**config.mk**
```make
export PLATFORM = sky130hd
export DESIGN_NAME = fetch_controller
export DESIGN_NICKNAME = d
export VERILOG_FILES = /design/src/rtl/fetch_pkg.sv /design/src/rtl/fetch_credit_counter.sv /design/src/rtl/fetch_controller.sv
export SDC_FILE = /design/constraint.sdc
export NUM_CORES = 1
export LEC_CHECK = 0
export ABC_AREA = 1
export ABC_CLOCK_PERIOD_IN_PS = 2000
export BUFFER_PORTS_ARGS = -buffer_cell sky130_fd_sc_hd__buf_2
export CORE_ASPECT_RATIO = 2
export CORE_MARGIN = 4
export CORE_UTILIZATION = 45
export DETAILED_ROUTE_END_ITERATION = 7
export PLACE_DENSITY = 0.82
export SETUP_SLACK_MARGIN = 0.05
export SYNTH_ARGS = -nofsm -noshare
export SYNTH_HDL_FRONTEND = slang
export SYNTH_SLANG_ARGS = --single-unit
```
**constraint.sdc**
```tcl
create_clock -name clk -period 2 [get_ports clk]
set_input_delay 0.3 -clock clk [delete_from_list [all_inputs] [get_ports clk]]
set_output_delay 0.3 -clock clk [all_outputs]
set_load 0.01 [all_outputs]
```
**src/rtl/fetch_pkg.sv**
```systemverilog
// Shared types and constants for the instruction fetch controller.
package fetch_pkg;

   typedef enum logic [1:0] {
      IDLE  = 2'd0,
      FETCH = 2'd1,
      DRAIN = 2'd2
   } fetch_state_e;

   localparam int INST_BYTES = 4;

   // Counter width able to hold 0..depth inclusive.
   function automatic int cnt_width(input int depth);
      return $clog2(depth) + 1;
   endfunction

endpackage

```
**src/rtl/fetch_credit_counter.sv**
```systemverilog
// Buffer occupancy and in-flight request counters plus the issue permit.
// Together they form the credit pool that keeps the buffer from overflowing.
module fetch_credit_counter
   import fetch_pkg::*;
#(
   parameter int BUFFER_DEPTH    = 8,
   parameter int MAX_OUTSTANDING = 2,
   localparam int CW             = cnt_width(BUFFER_DEPTH)
) (
   input  logic          clk,
   input  logic          reset,
   input  logic          flush_i,
   input  logic          write_i,
   input  logic          pop_i,
   input  logic          fire_i,
   input  logic          resp_i,
   output logic [CW-1:0] occ_o,
   output logic [CW-1:0] outstanding_o,
   output logic          permit_o
);

   logic [CW-1:0] occ_q, occ_d;
   logic [CW-1:0] out_q, out_d;
   logic          resp_ok;
   logic [CW:0]   credits_used;

   // A response with nothing in flight is a protocol error and is ignored.
   assign resp_ok      = resp_i && (out_q != '0);
   assign credits_used = {1'b0, occ_q} + {1'b0, out_q};

   // Next-state for both counters; a flush empties the buffer and ignores pops.
   always_comb begin
      occ_d = occ_q;
      out_d = out_q + CW'(fire_i) - CW'(resp_ok);
      if (flush_i)
         occ_d = '0;
      else
         occ_d = occ_q + CW'(write_i) - CW'(pop_i && (occ_q != '0));
   end

   // Counter registers.
   always_ff @(posedge clk) begin
      if (reset) begin
         occ_q <= '0;
         out_q <= '0;
      end else begin
         occ_q <= occ_d;
         out_q <= out_d;
      end
   end

   assign permit_o      = (out_q < CW'(MAX_OUTSTANDING)) &&
                          (credits_used < (CW+1)'(BUFFER_DEPTH));
   assign occ_o         = occ_q;
   assign outstanding_o = out_q;

   a_credit_bound: assert property (@(posedge clk) disable iff (reset)
      credits_used <= (CW+1)'(BUFFER_DEPTH));
   a_resp_in_flight: assert property (@(posedge clk) disable iff (reset)
      resp_i |-> (out_q != '0));

endmodule

```
**src/rtl/fetch_controller.sv**
```systemverilog
// Instruction fetch sequencer: owns the fetch PC and FSM, issues in-order
// memory requests within the credit budget, and drops stale responses after
// a redirect.
module fetch_controller
   import fetch_pkg::*;
#(
   parameter int                ADDR_WIDTH      = 32,
   parameter int                INST_WIDTH      = 32,
   parameter int                BUFFER_DEPTH    = 8,
   parameter int                MAX_OUTSTANDING = 2,
   parameter logic [ADDR_WIDTH-1:0] RESET_PC    = '0,
   localparam int               CW              = cnt_width(BUFFER_DEPTH)
) (
   input  logic                  clk,
   input  logic                  reset,
   input  logic                  fetch_en,
   input  logic                  redirect_valid,
   input  logic [ADDR_WIDTH-1:0] redirect_pc,
   input  logic                  buf_pop,
   output logic                  imem_req_valid,
   input  logic                  imem_req_ready,
   output logic [ADDR_WIDTH-1:0] imem_req_addr,
   input  logic                  imem_resp_valid,
   input  logic [INST_WIDTH-1:0] imem_resp_data,
   output logic                  buf_write_en,
   output logic [INST_WIDTH-1:0] buf_data,
   output logic                  buf_flush,
   output logic [CW-1:0]         buf_count,
   output logic                  busy
);

   fetch_state_e          state_q;
   logic [ADDR_WIDTH-1:0] pc_q;
   logic [CW-1:0]         drop_q;
   logic [CW-1:0]         drop_d;
   logic [CW-1:0]         occ, outstanding;
   logic                  permit, issue, fire, write;

   assign issue = (state_q == FETCH) && fetch_en && !redirect_valid && permit;
   assign fire  = issue && imem_req_ready;
   assign write = imem_resp_valid && (drop_q == '0) && !redirect_valid;

   // Responses still in flight at a redirect are stale; one arriving this
   // very cycle is already accounted for.
   assign drop_d = (imem_resp_valid && (outstanding != '0)) ? outstanding - CW'(1)
                                                            : outstanding;

   fetch_credit_counter #(
      .BUFFER_DEPTH    (BUFFER_DEPTH),
      .MAX_OUTSTANDING (MAX_OUTSTANDING)
   ) u_credit (
      .clk           (clk),
      .reset         (reset),
      .flush_i       (redirect_valid),
      .write_i       (write),
      .pop_i         (buf_pop),
      .fire_i        (fire),
      .resp_i        (imem_resp_valid),
      .occ_o         (occ),
      .outstanding_o (outstanding),
      .permit_o      (permit)
   );

   // FSM, fetch PC and stale-response drop counter; redirect has top priority.
   always_ff @(posedge clk) begin
      if (reset) begin
         state_q <= IDLE;
         pc_q    <= RESET_PC;
         drop_q  <= '0;
      end else if (redirect_valid) begin
         pc_q    <= redirect_pc;
         drop_q  <= drop_d;
         if (drop_d != '0)  state_q <= DRAIN;
         else if (fetch_en) state_q <= FETCH;
         else               state_q <= IDLE;
      end else begin
         if (fire)
            pc_q <= pc_q + ADDR_WIDTH'(INST_BYTES);
         if (imem_resp_valid && (drop_q != '0))
            drop_q <= drop_q - CW'(1);
         case (state_q)
            IDLE:    if (fetch_en) state_q <= FETCH;
            FETCH:   if (!fetch_en) state_q <= IDLE;
            DRAIN:   if (imem_resp_valid && (drop_q == CW'(1)))
                        state_q <= fetch_en ? FETCH : IDLE;
            default: state_q <= IDLE;
         endcase
      end
   end

   // Outputs are forced quiet while reset is held.
   assign imem_req_valid = !reset && issue;
   assign imem_req_addr  = reset ? RESET_PC : pc_q;
   assign buf_write_en   = !reset && write;
   assign buf_data       = reset ? '0 : imem_resp_data;
   assign buf_flush      = !reset && redirect_valid;
   assign buf_count      = reset ? '0 : occ;
   assign busy           = !reset && (outstanding != '0);

endmodule

```
# Yosys cells after proc, flatten, opt, wreduce, memory -nomap -nowiden

Index checks and enable logic that the tools add are counted.

Input port bits: 71
Word-level logic and storage cells: 63
Output and inout port bits: 72
Flip-flop bits (word level): 46

$add $sub $neg: 8
Muxes and demuxes: 15
Equal/unequal tests: 6
$lt $le $gt $ge: 2
Reductions and logical operators: 27

Operator list:

| operator                | number |
|---|---|
| $mux W32                | 4 |
| $add A32 B3 Y32 const B | 1 |
| $mux W4                 | 4 |
| $reduce_bool A4 Y1      | 4 |
| $logic_and A1 B1 Y1     | 15 |
| $mux W2                 | 5 |
| $ne A3 B3 Y1 const B    | 3 |
| $add A4 B1 Y4           | 2 |
| $sub A4 B1 Y4           | 2 |
| $sub A4 B1 Y4 const B   | 2 |
| $pmux W2 S3             | 1 |
| $add A4 B4 Y5           | 1 |
| $lt A5 B4 Y1 const B    | 1 |
| $eq A4 B1 Y1 const B    | 1 |
| $logic_not A4 Y1        | 1 |
| $lt A4 B2 Y1 const B    | 1 |
| $reduce_bool A2 Y1      | 2 |
| $reduce_and A3 Y1       | 1 |
| $eq A2 B1 Y1 const B    | 1 |
| $eq A2 B2 Y1 const B    | 1 |
| $logic_not A1 Y1        | 2 |
| $logic_not A2 Y1        | 1 |
| $reduce_or A2 Y1        | 1 |
| $mux W1                 | 1 |

# Logic depth before layout (Yosys ltp)

Depth after elaboration: 7
Mapped depth: 12

# Cells and area by module

A second synthesis with hierarchy kept.

Cells, all modules: 630
Area total of the unflattened synthesis: 3,798.6 um^2

Modules (own cells, without submodules):

| module               | seq. area each (um^2) | area each (um^2) | instances | cells each |
|---|---|---|---|---|
| fetch_controller     | 760.7                 | 3,203.1          | 1         | 556 |
| fetch_credit_counter | 160.2                 | 595.6            | 1         | 74 |

# Worst setup path after synthesis

Ideal clock, no wire load.

Kind: register to register
Start point: reg u_credit.out_q[1], in the netlist u_credit.outstanding_o[1]
End point: reg u_credit.out_q[2], in the netlist u_credit.outstanding_o[2]
Arrival time: 2.015 ns
Cell stages (with the launch flop): 12
Path slack: -0.135 ns
Data required time: 1.881 ns
Period minus slack after synthesis: 2.135 ns
Cell sequence: dfxtp_1 -> inv_1 -> ha_1 -> nand2_1 -> nand2_1 -> inv_1 -> ha_1 -> inv_1 -> ha_1 -> fa_1 -> o21ai_0 -> a21oi_1

Word-level cells in the longest chain between the ends: 7
Elaborated cells on any way between the ends: 10

RTL lines:

| element                | RTL line                   | source |
|---|---|---|
| start, declared        | fetch_credit_counter.sv:23 | `logic [CW-1:0] out_q, out_d;` |
| start signal, assigned | fetch_credit_counter.sv:48 | `out_q <= out_d;` |
| $add A4 B4 Y5          | fetch_credit_counter.sv:29 | `assign credits_used = {1'b0, occ_q} + {1'b0, out_q};` |
| $lt A5 B4 Y1           | fetch_credit_counter.sv:53 | `(credits_used < (CW+1)'(BUFFER_DEPTH));` |
| $logic_and A1 B1 Y1    | fetch_credit_counter.sv:52 | `assign permit_o = (out_q < CW'(MAX_OUTSTANDING)) &&` |
| $logic_and A1 B1 Y1    | fetch_controller.sv:39     | `assign issue = (state_q == FETCH) && fetch_en && !redirect_valid && permit;` |
| $logic_and A1 B1 Y1    | fetch_controller.sv:40     | `assign fire = issue && imem_req_ready;` |
| $add A4 B1 Y4          | fetch_credit_counter.sv:34 | `out_d = out_q + CW'(fire_i) - CW'(resp_ok);` |
| $sub A4 B1 Y4 (*)      | fetch_credit_counter.sv:34 |  |

Every way passes the cells marked *; elsewhere a longest branch is shown, timed or not.
A chain may end at the register's enable or synchronous reset.

# Worst setup path in the final report

Start point: reg u_credit.out_q[3], in the netlist u_credit.outstanding_o[3]
End point: reg u_credit.out_q[1], in the netlist u_credit.outstanding_o[1]

Word-level cells in the longest chain between the ends: 7
Elaborated cells on any way between the ends: 10

RTL lines:

| element               | RTL line |
|---|---|
| $add A4 B4 Y5         | fetch_credit_counter.sv:29 |
| $lt A5 B4 Y1          | fetch_credit_counter.sv:53 |
| $logic_and A1 B1 Y1   | fetch_credit_counter.sv:52 |
| $logic_and A1 B1 Y1   | fetch_controller.sv:39 |
| $logic_and A1 B1 Y1   | fetch_controller.sv:40 |
| $add A4 B1 Y4         | fetch_credit_counter.sv:34 |
| $sub A4 B1 Y4 (*)     | fetch_credit_counter.sv:34 |
| via u_credit.out_d[1] | fetch_credit_counter.sv:23 |

Mark *: on every way through the listed nets, which the timed path passes. The rest lies on a longest branch.

==> results.toml <==
[route]
viasPerCell = 5.06
drc = 0
num_vias = 4828
first_pass_iters = 6
antenna_left = 0
wl_per_cell_um = 13.6
drtIter0Drc = 336
wl_mm = 13.0

[place]
routabilityCongestion = 0.994
place_inst = 940
io_buffers = 142
place_hpwl_mm = 10.1
dp_slack_ns = 0.0210

[cells_and_area]
mostFrequentLayoutCells = "nand2_1 (195), buf_2 (142), nor2_1 (141), inv_1 (104), nand3_1 (67)"
syn2layout_area_growth_pct = 32.7
fin_util_pct = 62.0
fin_nets = 948
final_common_cell = "nand2_1"
final_cells = 954
antenna_cells = 0
drive_above_1_share_pct = 26.4

[job]
cap_violations = 0

[critical_path]
start_kind = "flop"
cp_data_arrival_time_ns = 2.21
critPathMaxStageDelay_ns = 0.52
required_ns = 2.22
worstPathMaxFanout = 3
crit_type = "reg -> reg"
slowest_stage = "fa_2"
end_kind = "flop"
cp_cell_sequence = "inv_1, ha_2, nand2_1, nand2_2, inv_2, ha_4, inv_2, ha_4, fa_2, inv_1, nor2_1"

[clocking]
numCtsBuffers = 5
cts.clk_slew.worst_paths_ns = 0.06
cts-root-buf = "clkbuf_16"
clock_latency_ns = 0.30
htreeDepth = 2
clkSinkCount = 46
cts_buffer_depth = 2
cts_tree = "built"

[grt]
grt_pass1_wl_mm = 20.9
grt_antenna_before_repair = 0
grt_usage_pct = 25.9
grt_max_degree = 93
grt.overflow.total = 0
grt_pass1_vias = 4760

[logic_synthesis]
yosysWarnings = 0
muxShareOfSynthArea_pct = 0
synth_cell_types = 32
synth_area_um2 = 3900
synthCells = 701
synthAdderAreaFrac_pct = 7.45
synth-xor-area-share_pct = 1.57
synth_fp_nets = 794
yosys.area_share.simple_pct = 46.1
synth_top_family_by_area = "simple AND/OR/NAND/NOR gates"
synth_area_per_cell_um2 = 5.56
synth_compound_area_share_pct = 7.09
yosysSeqAreaShare_pct = 23.6
ys_ff_latch = 46

[floorplan]
rows = 47
core-area_um2 = 8350
die_h_um = 140
die_w_um = 73.8
start_util_pct = 46.7
boundaryPins = 143
dieArea_um2 = 10300

[power_and_ir_drop]
cellPowerDensity_nw_per_um2 = 741
power.total_mw = 3.83
ir_drop_mv = 0.554
p_leak_nw = 2.75

[timing]
tns_ns = 0
hold_viol = 0
rsz0062_at_grt = "true"
fmax_mhz = 505
setup_viol = 0
skew_ns = 0.0111
drv_slew = 0
slew_headroom_pct = 45.2
final_critical_path_setup_slack_ns = 0.0184
tightest_slew_ns = 0.820
finalCritPeriodShare_pct = 99.1
timing.final.crit_period_ns = 1.98

[outcome]
outcome = "finished, final reports clean"

[hold_path]
min_path_type = "in -> reg"
per-stage QoR:
stage	hold WS (ns)	area, µm²
after CTS	0.199	5060
final	0.200	5170
after floorplan	0.410	3940
after global routing	0.212	5170
after global placement	0.465	4830
after detailed placement	0.476	4830
where the power goes:
part | switching (mW) | internal (mW)
registers | 0.140 | 1.05
clock network | 0.376 | 0.592
logic | 0.933 | 0.743
total | 1.45 | 2.38
repair_timing:
action,in CTS,in global routing
endpoints found under the setup margin,5,20
endpoints found under the hold margin,0,0
hold buffers,0,0
resized for setup,12,29
pin swaps,6,19
buffers inserted,3,3
per-layer routing:
metal | vias up | track usage (%) | routed length [µm]
li1 | 2453 | - | -
met1 | 2122 | 25.7 | 4470
met2 | 202 | 47.4 | 7090
met3 | 51 | 3.68 | 713
met4 | 0 | 16.7 | 736
met5 | - | 0 | 0
final cells by class:
class | instances | area (µm²)
clock buffers | 7 | 133
clock inverters | 1 | 30.0
fillers | 866 | 3180
inverters | 120 | 460
multi-input cells | 514 | 2550
flip-flops and latches | 46 | 932
well taps | 98 | 123
repair buffers | 168 | 943
Yosys cell counts, drive strengths merged:
library cell / count / area, µm²
a21o: 1 / 7.51
a21oi: 26 / 130
a221oi: 1 / 8.76
a31oi: 2 / 12.5
buf: 9 / 56.3
clkbuf: 12 / 45.0
dfxtp: 46 / 921
fa: 2 / 40.0
ha: 20 / 250
inv: 120 / 450
nand2: 199 / 749
nand3: 69 / 358
nand3b: 2 / 15.0
nand4: 7 / 43.8
nor2: 149 / 597
nor3: 3 / 15.0
nor3b: 1 / 7.51
o21ai: 22 / 110
o21bai: 1 / 7.51
or2: 2 / 12.5
xnor2: 2 / 17.5
xor2: 5 / 43.8
logic make-up (layout without fill, tap and decap cells):
kind of cell	count (synthesis)	after routing
AOI/OAI and AO/OA	53	53
buffers and inverters	141	296
adders and majority gates	22	22
DFF	46	46
xor gates and xnor gates	7	7
and+or+nand+nor	432	432
state kept, by name, summed over array words and instances, names as in the netlist:
register and cells:
pc_q 32, u_credit.outstanding_o 4, u_credit.occ_o 4, drop_q 4, state_q 2
critical path: cells and delay by family (launching register included):
kind,cells,cell delay [ns]
buffers and inverters,4,0.19
and+or+nand+nor,3,0.24
DFF,1,0.34
adders and majority gates,4,1.13
path summary, 6_finish.rpt:
| check | depth (start not counted) | from | slack, ns | endpoint |
|---|---|---|---|---|
| worst max register to register | 11 | u_credit.outstanding_o[3] | 0.02 | u_credit.outstanding_o[1] |
| worst max-delay path | 11 | u_credit.outstanding_o[3] | 0.02 | u_credit.outstanding_o[1] |
| worst min register to register | 2 | pc_q[0] | 0.48 | pc_q[0] |
| worst min-delay path | 3 | redirect_pc[22] | 0.20 | pc_q[22] |
Note: power is estimated with default switching activity, not from simulation.
